--- config.mk ---
export PLATFORM = sky130hd
export DESIGN_NAME = decode_stage
export DESIGN_NICKNAME = d
export VERILOG_FILES = /design/src/rtl/decode_stage.sv
export SDC_FILE = /design/constraint.sdc
export NUM_CORES = 1
export LEC_CHECK = 0
export BUFFER_PORTS_ARGS = -buffer_cell sky130_fd_sc_hd__buf_2
export CAP_MARGIN = 10
export CORE_AREA = 3 3 130 119
export CTS_CLUSTER_DIAMETER = 200
export DETAILED_ROUTE_END_ITERATION = 8
export DIE_AREA = 0 0 133 122
export PLACE_DENSITY = 0.83
export REMOVE_ABC_BUFFERS = 1
export SYNTH_ARGS = -nofsm -noshare
export SYNTH_HDL_FRONTEND = slang
export SYNTH_SLANG_ARGS = --single-unit
--- constraint.sdc ---
create_clock -name clk -period 2.55 [get_ports clk]
set_input_delay 0.1275 -clock clk [delete_from_list [all_inputs] [get_ports clk]]
set_output_delay 0.1275 -clock clk [all_outputs]
set_load 0.05 [all_outputs]
--- src/rtl/decode_stage.sv ---
// ============================================================================
// Module      : decode_stage
// Description : Registered RV32/RV64 instruction decode stage with a one-entry
//               skid buffer. Optional counters enabled by DECODE_STATS_EN.
// Revision    : 1.0 - initial release
// ============================================================================
`default_nettype none

module decode_stage #(
    parameter int XLEN        = 32,
    parameter bit SYSTEM_AS_I = 1'b1
) (
    input  logic            clk,
    input  logic            rst,
    input  logic            flush,
    input  logic            in_valid,
    output logic            in_ready,
    input  logic [31:0]     in_instr,
    input  logic [XLEN-1:0] in_pc,
    output logic            out_valid,
    input  logic            out_ready,
    output logic [XLEN-1:0] out_pc,
    output logic [5:0]      out_type,
    output logic [4:0]      out_rd,
    output logic [4:0]      out_rs1,
    output logic [4:0]      out_rs2,
    output logic [2:0]      out_funct3,
    output logic [6:0]      out_funct7,
    output logic [XLEN-1:0] out_imm,
    output logic            out_illegal
`ifdef DECODE_STATS_EN
    ,
    output logic [31:0]     stat_count_r,
    output logic [31:0]     stat_count_i,
    output logic [31:0]     stat_count_s,
    output logic [31:0]     stat_count_b,
    output logic [31:0]     stat_count_u,
    output logic [31:0]     stat_count_j,
    output logic [31:0]     stat_count_illegal
`endif
);

    localparam logic [5:0] c_TYPE_R = 6'b100000;
    localparam logic [5:0] c_TYPE_I = 6'b010000;
    localparam logic [5:0] c_TYPE_S = 6'b001000;
    localparam logic [5:0] c_TYPE_B = 6'b000100;
    localparam logic [5:0] c_TYPE_U = 6'b000010;
    localparam logic [5:0] c_TYPE_J = 6'b000001;

    typedef struct packed {
        logic [XLEN-1:0] pc;
        logic [5:0]      typ;
        logic [4:0]      rd;
        logic [4:0]      rs1;
        logic [4:0]      rs2;
        logic [2:0]      funct3;
        logic [6:0]      funct7;
        logic [XLEN-1:0] imm;
        logic            illegal;
    } bundle_t;

    logic [4:0]      w_op;
    logic [5:0]      w_type;
    logic [31:0]     w_imm32;
    logic [XLEN-1:0] w_imm;
    logic            w_accept;
    bundle_t         w_dec;

    bundle_t         r_or;
    bundle_t         r_sk;
    logic            r_or_valid;
    logic            r_sk_valid;

    assign w_op = in_instr[6:2];

    always_comb begin
        w_type = 6'b000000;
        if (in_instr[1:0] == 2'b11) begin
            case (w_op)
                5'b01100, 5'b01011, 5'b01110, 5'b10100: w_type = c_TYPE_R;
                5'b00000, 5'b00001, 5'b00010, 5'b00011,
                5'b00100, 5'b00110, 5'b00111, 5'b11001:  w_type = c_TYPE_I;
                5'b11100: w_type = SYSTEM_AS_I ? c_TYPE_I : 6'b000000;
                5'b01000, 5'b01001:                      w_type = c_TYPE_S;
                5'b11000:                                w_type = c_TYPE_B;
                5'b00101, 5'b01101:                      w_type = c_TYPE_U;
                5'b11011:                                w_type = c_TYPE_J;
                default:                                 w_type = 6'b000000;
            endcase
        end
    end

    // Immediate assembled at 32 bits, then widened to XLEN below.
    always_comb begin
        w_imm32 = 32'd0;
        if (w_type == c_TYPE_I) begin
            w_imm32 = {{20{in_instr[31]}}, in_instr[31:20]};
        end else if (w_type == c_TYPE_S) begin
            w_imm32 = {{20{in_instr[31]}}, in_instr[31:25], in_instr[11:7]};
        end else if (w_type == c_TYPE_B) begin
            w_imm32 = {{19{in_instr[31]}}, in_instr[31], in_instr[7],
                       in_instr[30:25], in_instr[11:8], 1'b0};
        end else if (w_type == c_TYPE_U) begin
            w_imm32 = {in_instr[31:12], 12'd0};
        end else if (w_type == c_TYPE_J) begin
            w_imm32 = {{11{in_instr[31]}}, in_instr[31], in_instr[19:12],
                       in_instr[20], in_instr[30:21], 1'b0};
        end
    end

    generate
        if (XLEN == 64) begin : g_xlen64
            assign w_imm = {{32{w_imm32[31]}}, w_imm32};
        end else begin : g_xlen32
            assign w_imm = w_imm32;
        end
    endgenerate

    always_comb begin
        w_dec         = '0;
        w_dec.pc      = in_pc;
        w_dec.typ     = w_type;
        w_dec.rd      = in_instr[11:7];
        w_dec.rs1     = in_instr[19:15];
        w_dec.rs2     = in_instr[24:20];
        w_dec.funct3  = in_instr[14:12];
        w_dec.funct7  = in_instr[31:25];
        w_dec.imm     = w_imm;
        w_dec.illegal = (w_type == 6'b000000);
    end

    // in_ready depends only on skid occupancy, never on out_ready.
    assign in_ready = !r_sk_valid;
    assign w_accept = in_valid && in_ready;

    always_ff @(posedge clk) begin
        if (rst) begin
            r_or       <= '0;
            r_sk       <= '0;
            r_or_valid <= 1'b0;
            r_sk_valid <= 1'b0;
        end else if (flush) begin
            r_or_valid <= 1'b0;
            r_sk_valid <= 1'b0;
        end else if (!r_or_valid || out_ready) begin
            if (r_sk_valid) begin
                r_or       <= r_sk;
                r_or_valid <= 1'b1;
                r_sk_valid <= 1'b0;
            end else if (w_accept) begin
                r_or       <= w_dec;
                r_or_valid <= 1'b1;
            end else begin
                r_or_valid <= 1'b0;
            end
        end else if (w_accept) begin
            r_sk       <= w_dec;
            r_sk_valid <= 1'b1;
        end
    end

    assign out_valid   = r_or_valid;
    assign out_pc      = r_or.pc;
    assign out_type    = r_or.typ;
    assign out_rd      = r_or.rd;
    assign out_rs1     = r_or.rs1;
    assign out_rs2     = r_or.rs2;
    assign out_funct3  = r_or.funct3;
    assign out_funct7  = r_or.funct7;
    assign out_imm     = r_or.imm;
    assign out_illegal = r_or.illegal;

`ifdef DECODE_STATS_EN
    logic [31:0] r_stat [7];
    logic [6:0]  w_hit;

    // Index 6..1 follow out_type (r..j), index 0 is illegal.
    assign w_hit = {r_or.typ, r_or.illegal};

    always_ff @(posedge clk) begin
        if (rst) begin
            for (int k = 0; k < 7; k++) begin
                r_stat[k] <= 32'd0;
            end
        end else if (!flush && r_or_valid && out_ready) begin
            for (int k = 0; k < 7; k++) begin
                if (w_hit[k] && (r_stat[k] != 32'hFFFF_FFFF)) begin
                    r_stat[k] <= r_stat[k] + 32'd1;
                end
            end
        end
    end

    assign stat_count_r       = r_stat[6];
    assign stat_count_i       = r_stat[5];
    assign stat_count_s       = r_stat[4];
    assign stat_count_b       = r_stat[3];
    assign stat_count_u       = r_stat[2];
    assign stat_count_j       = r_stat[1];
    assign stat_count_illegal = r_stat[0];
`endif

endmodule

`default_nettype wire

==> run summary, run 1 <==
Ant. Diodes - 0
CTS buffer count - 17
DR WL/cell - 15.9 um
GP Congestion - 0.799
FF/Latch Area - 0.00389 mm^2
I/O pin total - 167
Crit path DAT - 2.45 ns
Sequential area share after synthesis - 46.6%
DRT Wirelength - 21,200 um
Ys Warns - 0
Initial antenna violation count - 0
Final Hold Viols - 0
CP Class - reg2reg
Syn Std Cell Area - 0.00834 mm^2
Final-report setup violation count - 0
Avg Cell Area, Syn - 8.71 um^2
Main synth FF type - dfxtp_1
Finished Core Util - 73.3%
CP endpoint kind - flop
CTS H-tree lvls - 4
Drc violations - 0
Vias in the first global route - 6,944
Post-synth top area cell - dfxtp_1
Core area - 0.0141 mm^2
Worst EP required - 2.91 ns
Worst Tran Pin Value - 1.18 ns
DRT iter0 DRCs - 694
Multi-input gate area in the final layout - 0.00400 mm^2
PwrDens - 659 mW/mm^2
Layout fillers - 1,025
Power, Total - 0.00681 W
Global-route wire length before repair - 34,200 um
Die ar. - 0.0162 mm^2
GR Util met2 - 42.1%
Layout cell share with drive strength beyond 1 - 21.9%
Worst vdd ir - 0.479 mV
Largest net degree at the start of global routing - 81
Commonest cells post-synth - 194 x dfxtp_1, 172 x nand2_1, 103 x nor2_1
Setup slack, reg-to-reg - 0.46 ns
Rows - 41
Met3 GRT Util - 6.73%
Post-cts resize count - 0
Clock Skews - 0.0157 ns
Gr usage total - 25.7%
# nets final - 1,200
Antenna viol nets, final - 0
Synth cell types - 56
Area grow syn2layout - 23.9%
Root buffer cell - clkbuf_16
CP max FO - 35
Post-CTS Setup Repair Bufs - 0
Hold Slack - 0.0288 ns
Most Crowded Layer GR - met2
Total grt overflow - 0
Status - completed
HPWL Detailed - 12,900 um
Height of the die - 122 um
Top post-synthesis cells by area - dfxtp_1 47%, nand2_1 7.7%, mux2i_1 6.6%, a211oi_1 6.6%, a21oi_1 5.3%
Port buffer count - 166
RSZ-0062 raised after global routing - no
Maxcap violations - 0
Minimum clock period - 2.09 ns
Synth Instances - 957
CTS Sinks - 194
Grt met1 use - 33.9%
Final worst-path cycle share - 82.1%
Number of iterations in the first detailed-routing pass - 5
Max Buffers Root-to-Sink - 2
Ys async rst share - 0%
Initial Utilization - 59.1%
Pins Over Slew Limit - 0
Worst-skew pair later-pin latency - 0.43 ns
Vias per cell - 5.61
Critical Path Start Type - flop
Vias - 7,495
LEAKAGE - 3.91 nW
Clock transition at path regs - 0.06 ns
Most numerous cell in the Yosys netlist - dfxtp_1
Synth Register Bits - 194
Slew margin rel. - 20.7%
EDFF count, synth - 0
Die span in x - 133 um
CTS tree - built
Worst Hold Class - in2reg
Post-synth top area share - 46.6%
Fmax achieved - 477 MHz
registers in the layout (all words and copies together), names as in the netlist:
signal       cells
out_funct3       3
out_funct7       7
out_illegal      1
out_imm         32
out_pc          32
out_rd           5
out_rs1          5
out_rs2          5
out_type         6
out_valid        1
r_sk            96
r_sk_valid       1
final timing paths:
check,start,to,cells after the start
worst min register to register,r_sk[83]$_SDFFE_PP0P_,r_sk[83]$_SDFFE_PP0P_,2
worst max register to register,r_sk_valid$_SDFFE_PP0P_,out_imm[27]$_SDFFE_PP0P_,4
worst min-delay path,in_instr[29],r_sk[37]$_SDFFE_PP0P_,3
worst max-delay path,r_sk_valid$_SDFFE_PP0P_,out_imm[27]$_SDFFE_PP0P_,4
where the power goes:
part | total [W] | switching [W] | internal (W)
clock network | 0.00272 | 0.00110 | 0.00162
registers | 0.00317 | 0.0000490 | 0.00312
logic | 0.000926 | 0.000632 | 0.000293
total | 0.00681 | 0.00178 | 0.00503
layout make-up:
type                    count  share of cell area [%]
clock buffers              22                    4.59
clock inverters            10                    1.27
inverters                   2                  0.0726
multi-input cells         675                    38.7
flip-flops and latches    194                    37.6
well taps                 193                    2.34
repair buffers            241                    15.4
repair_timing:
action | in CTS | in global routing
hold endpoints to repair | 64 | 0
hold buffers | 56 | 0
setup endpoints to repair | 0 | 0
worst max-delay path: stages, from the launching register on:
cell	delay, ns
dfxtp_4	0.50
nor2_4	0.26
nor3_4	0.08
nor2_1	0.90
a22o_1	0.28
through the flow:
step	TNS, ns	worst slack (ns)	cells	cell area, um^2
4_1_cts	0	0.498	1337	10300
3_5_place_dp	0	0.524	1249	9170
6_report	0	0.456	1337	10300
5_1_grt	0	0.370	1337	10300
3_3_place_gp	0	0.564	1249	9170
2_1_floorplan	-625.99	-5.70	871	7880
cells by family after synthesis:
logic type,Yosys count,share of synthesized area [%]
AOI/OAI and AO/OA,258,21.7
muxes,55,6.60
buffers and inverters,88,5.64
DFF,194,46.6
and+or+nand+nor,362,19.5
cells in the final DEF (no fill, tap or decap), types with 9 or more instances in the layout:
cell type	synthesis	layout
a22o_1	12	12
nand2_1	172	172
a21oi_1	88	88
o21ai_0	26	26
dfxtp_1	194	193
buf_2	31	165
nand3b_1	12	12
dlygate4sd3_1	0	56
a211oi_1	73	73
a311oi_1	9	9
a211oi_2	10	10
nor3_1	20	20
mux2i_1	55	55
clkbuf_16	0	17
nor2_1	103	103
buf_4	15	15
per-layer routing:
metal	part of all wire, %	wire length [um]	up-vias
met4	0.87	184	0
li1	-	-	3712
met1	43	9220	3516
met2	48	10200	253
met5	0	0	-
met3	7.7	1620	14
Power figures use the tool's default switching activity.
==> run 2, diff against run 1 <==
--- a/config.mk
+++ b/config.mk
@@ -7,11 +7,11 @@
 export LEC_CHECK = 0
 export BUFFER_PORTS_ARGS = -buffer_cell sky130_fd_sc_hd__buf_2
 export CAP_MARGIN = 10
-export CORE_AREA = 3 3 130 119
+export CORE_AREA = 3 3 141 129
 export CTS_CLUSTER_DIAMETER = 200
 export DETAILED_ROUTE_END_ITERATION = 8
-export DIE_AREA = 0 0 133 122
-export PLACE_DENSITY = 0.83
+export DIE_AREA = 0 0 144 132
+export PLACE_DENSITY = 0.74
 export REMOVE_ABC_BUFFERS = 1
 export SYNTH_ARGS = -nofsm -noshare
 export SYNTH_HDL_FRONTEND = slang
==> constraint.sdc (replaced) <==
create_clock -name clk -period 1.8 [get_ports clk]
set_input_delay 0.09 -clock clk [delete_from_list [all_inputs] [get_ports clk]]
set_output_delay 0.09 -clock clk [all_outputs]
set_load 0.05 [all_outputs]
==> run summary, run 2 (synthesis results as in run 1) <==
Status - completed
# nets final - 1,209
Maxcap violations - 0
Largest net degree at the start of global routing - 101
Core area - 0.0168 mm^2
Worst Tran Pin Value - 0.498 ns
Crit path DAT - 1.95 ns
Clock Skews - 0.00896 ns
Clock share of power - 40.9%
CTS tree - built
Initial Utilization - 49.5%
Reg2Reg Depth - 6
Ant. Diodes - 0
Worst hold start - rst
Top delay family on crit path - simple AND/OR/NAND/NOR gates
Comb pwr share - 13.6%
Slowest CP cell - dfxtp_4
Antenna viol nets, final - 0
Gr usage total - 21.7%
I/O pin total - 167
Sw Share - 26.0%
Pins Over Slew Limit - 0
Total grt overflow - 0
Area grow syn2layout - 26.7%
PwrDens - 934 mW/mm^2
DR WL/cell - 15.3 um
CP Class - reg2reg
Clock transition at path regs - 0.07 ns
Vias - 7,335
Final instance area - 0.0106 mm^2
Die span in x - 144 um
Power Internal - 0.00731 W
Port buffer count - 166
Worst vdd ir - 0.687 mV
Minimum clock period - 1.63 ns
Critical R2R Launch - r_sk_valid$_SDFFE_PP0P_
Most frequent cells in the layout - 193 x dfxtp_1, 172 x nand2_1, 165 x buf_2
Final worst-path cycle share - 90.5%
Switch Pwr - 0.00257 W
Reg-to-reg endpoint - out_imm[16]$_SDFFE_PP0P_
Initial antenna violation count - 0
Global-route wire length before repair - 34,000 um
Worst Hold Class - in2reg
Die ar. - 0.0190 mm^2
HPWL Detailed - 13,300 um
Post-Place Cell Area - 0.00934 mm^2
Finished Core Util - 62.8%
Root buffer cell - clkbuf_16
Number of iterations in the first detailed-routing pass - 4
LEAKAGE - 4.00 nW
Slew margin rel. - 66.7%
CP cell instances - nor2_4, nor3_4, buf_12, o21ai_0, and2_1, a311oi_1
Vias in the first global route - 6,823
Max Buffers Root-to-Sink - 2
Critical Path Start Type - flop
FF/Latch Area - 0.00389 mm^2
RSZ-0062 raised after global routing - no
Rows - 45
Hold path depth - 2
Setup slack, reg-to-reg - 0.17 ns
Final-report setup violation count - 0
CP max FO - 36
Final Hold Viols - 0
Worst EP required - 2.13 ns
Layout cell share with drive strength beyond 1 - 22.1%
Multi-input gate area in the final layout - 0.00400 mm^2
CTS Sinks - 194
DRT iter0 DRCs - 376
Hold Path End - r_sk[79]$_SDFFE_PP0P_
Height of the die - 132 um
Crit path buf inv count - 1
Worst-skew pair later-pin latency - 0.43 ns
DRT Wirelength - 20,900 um
Post-cts resize count - 0
Max reg flops - 96
Layout fillers - 1,419
Power, Total - 0.00987 W
Drc violations - 0
Vias per cell - 5.38
Seq pwr share - 45.5%
GP Congestion - 0.805
Reg with most FFs - r_sk
Fmax achieved - 614 MHz
CP max stage delay - 0.39 ns
CTS buffer count - 17
Commonest non-fill, non-tap cell in the layout - dfxtp_1
CP endpoint kind - flop
CTS H-tree lvls - 4
==> run 2: cell types whose count changed in the layout (fill, tap and decap cells not counted), moves of 2 or more <==
cell           delta
clkbuf_8          -2
clkinvlp_4        +2
buf_12            +9
buf_4             -3
dlygate4sd3_1     +3
clkinv_2          -3
==> run 2: worst max-delay path by stage <==
stage                             from                  endpoint  slack [ns]  cells after the start
2_1_floorplan  r_sk_valid$_SDFFE_PP0P_  out_imm[11]$_SDFFE_PP0P_       -6.45                      4
3_3_place_gp    out_valid$_SDFFE_PP0P_  out_imm[12]$_SDFFE_PP0P_        0.24                      6
3_5_place_dp    out_valid$_SDFFE_PP0P_  out_imm[13]$_SDFFE_PP0P_        0.15                      6
4_1_cts         out_valid$_SDFFE_PP0P_  out_imm[16]$_SDFFE_PP0P_        0.09                      6
5_1_grt         out_valid$_SDFFE_PP0P_      r_sk[2]$_SDFFE_PP0P_        0.02                      5
6_report       r_sk_valid$_SDFFE_PP0P_  out_imm[16]$_SDFFE_PP0P_        0.17                      6
==> run 2: worst register-to-register path: stages (launching register included) <==
cell      delay (ns)
dfxtp_4         0.39
nor2_4          0.07
nor3_4          0.28
buf_12          0.23
o21ai_0         0.13
and2_1          0.17
a311oi_1        0.26
==> run 2: metrics by stage <==
stage	setup WS [ns]	hold slack, ns	cells	setup TNS (ns)
floorplan	-6.45	0.155	871	-772.20
global placement	0.240	0.342	1272	0
detailed placement	0.149	0.351	1272	0
CTS	0.0937	0.0222	1362	0
global route	0.0164	0.0258	1363	0
finish	0.172	0.0376	1363	0
==> run 2: layout make-up <==
| type | instances | area share [%] |
|---|---|---|
| Timing Repair Buffer | 250 | 16.8 |
| Clock buffer | 22 | 4.50 |
| Multi-Input combinational cell | 675 | 37.9 |
| Tap cell | 211 | 2.50 |
| Clock inverter | 9 | 1.44 |
| Inverter | 2 | 0.0710 |
| Sequential cell | 194 | 36.8 |
==> run 2: per-layer routing <==
metal / routed length [um] / global-route usage (%) / share of wire (%)
met2: 9900 / 34.8 / 47
met5: 0 / 0 / 0
met4: 225 / 4.81 / 1.1
met3: 1080 / 4.90 / 5.1
met1: 9680 / 29.8 / 46
==> run 2: power groups by stage <==
stage	clock network, W	logic (W)	registers, W
CTS	0.00412	0.00134	0.00449
detailed placement	0	0.00124	0.00459
floorplan	0	0.000397	0.00499
global placement	0	0.00123	0.00458
finish	0.00404	0.00134	0.00449
global route	0.00430	0.00144	0.00450
==> run 2: repair_timing <==
action | CTS | global route
buffers inserted | 0 | 1
endpoints found under the setup margin | 0 | 3
endpoints found under the hold margin | 95 | 0
hold buffers | 59 | 0
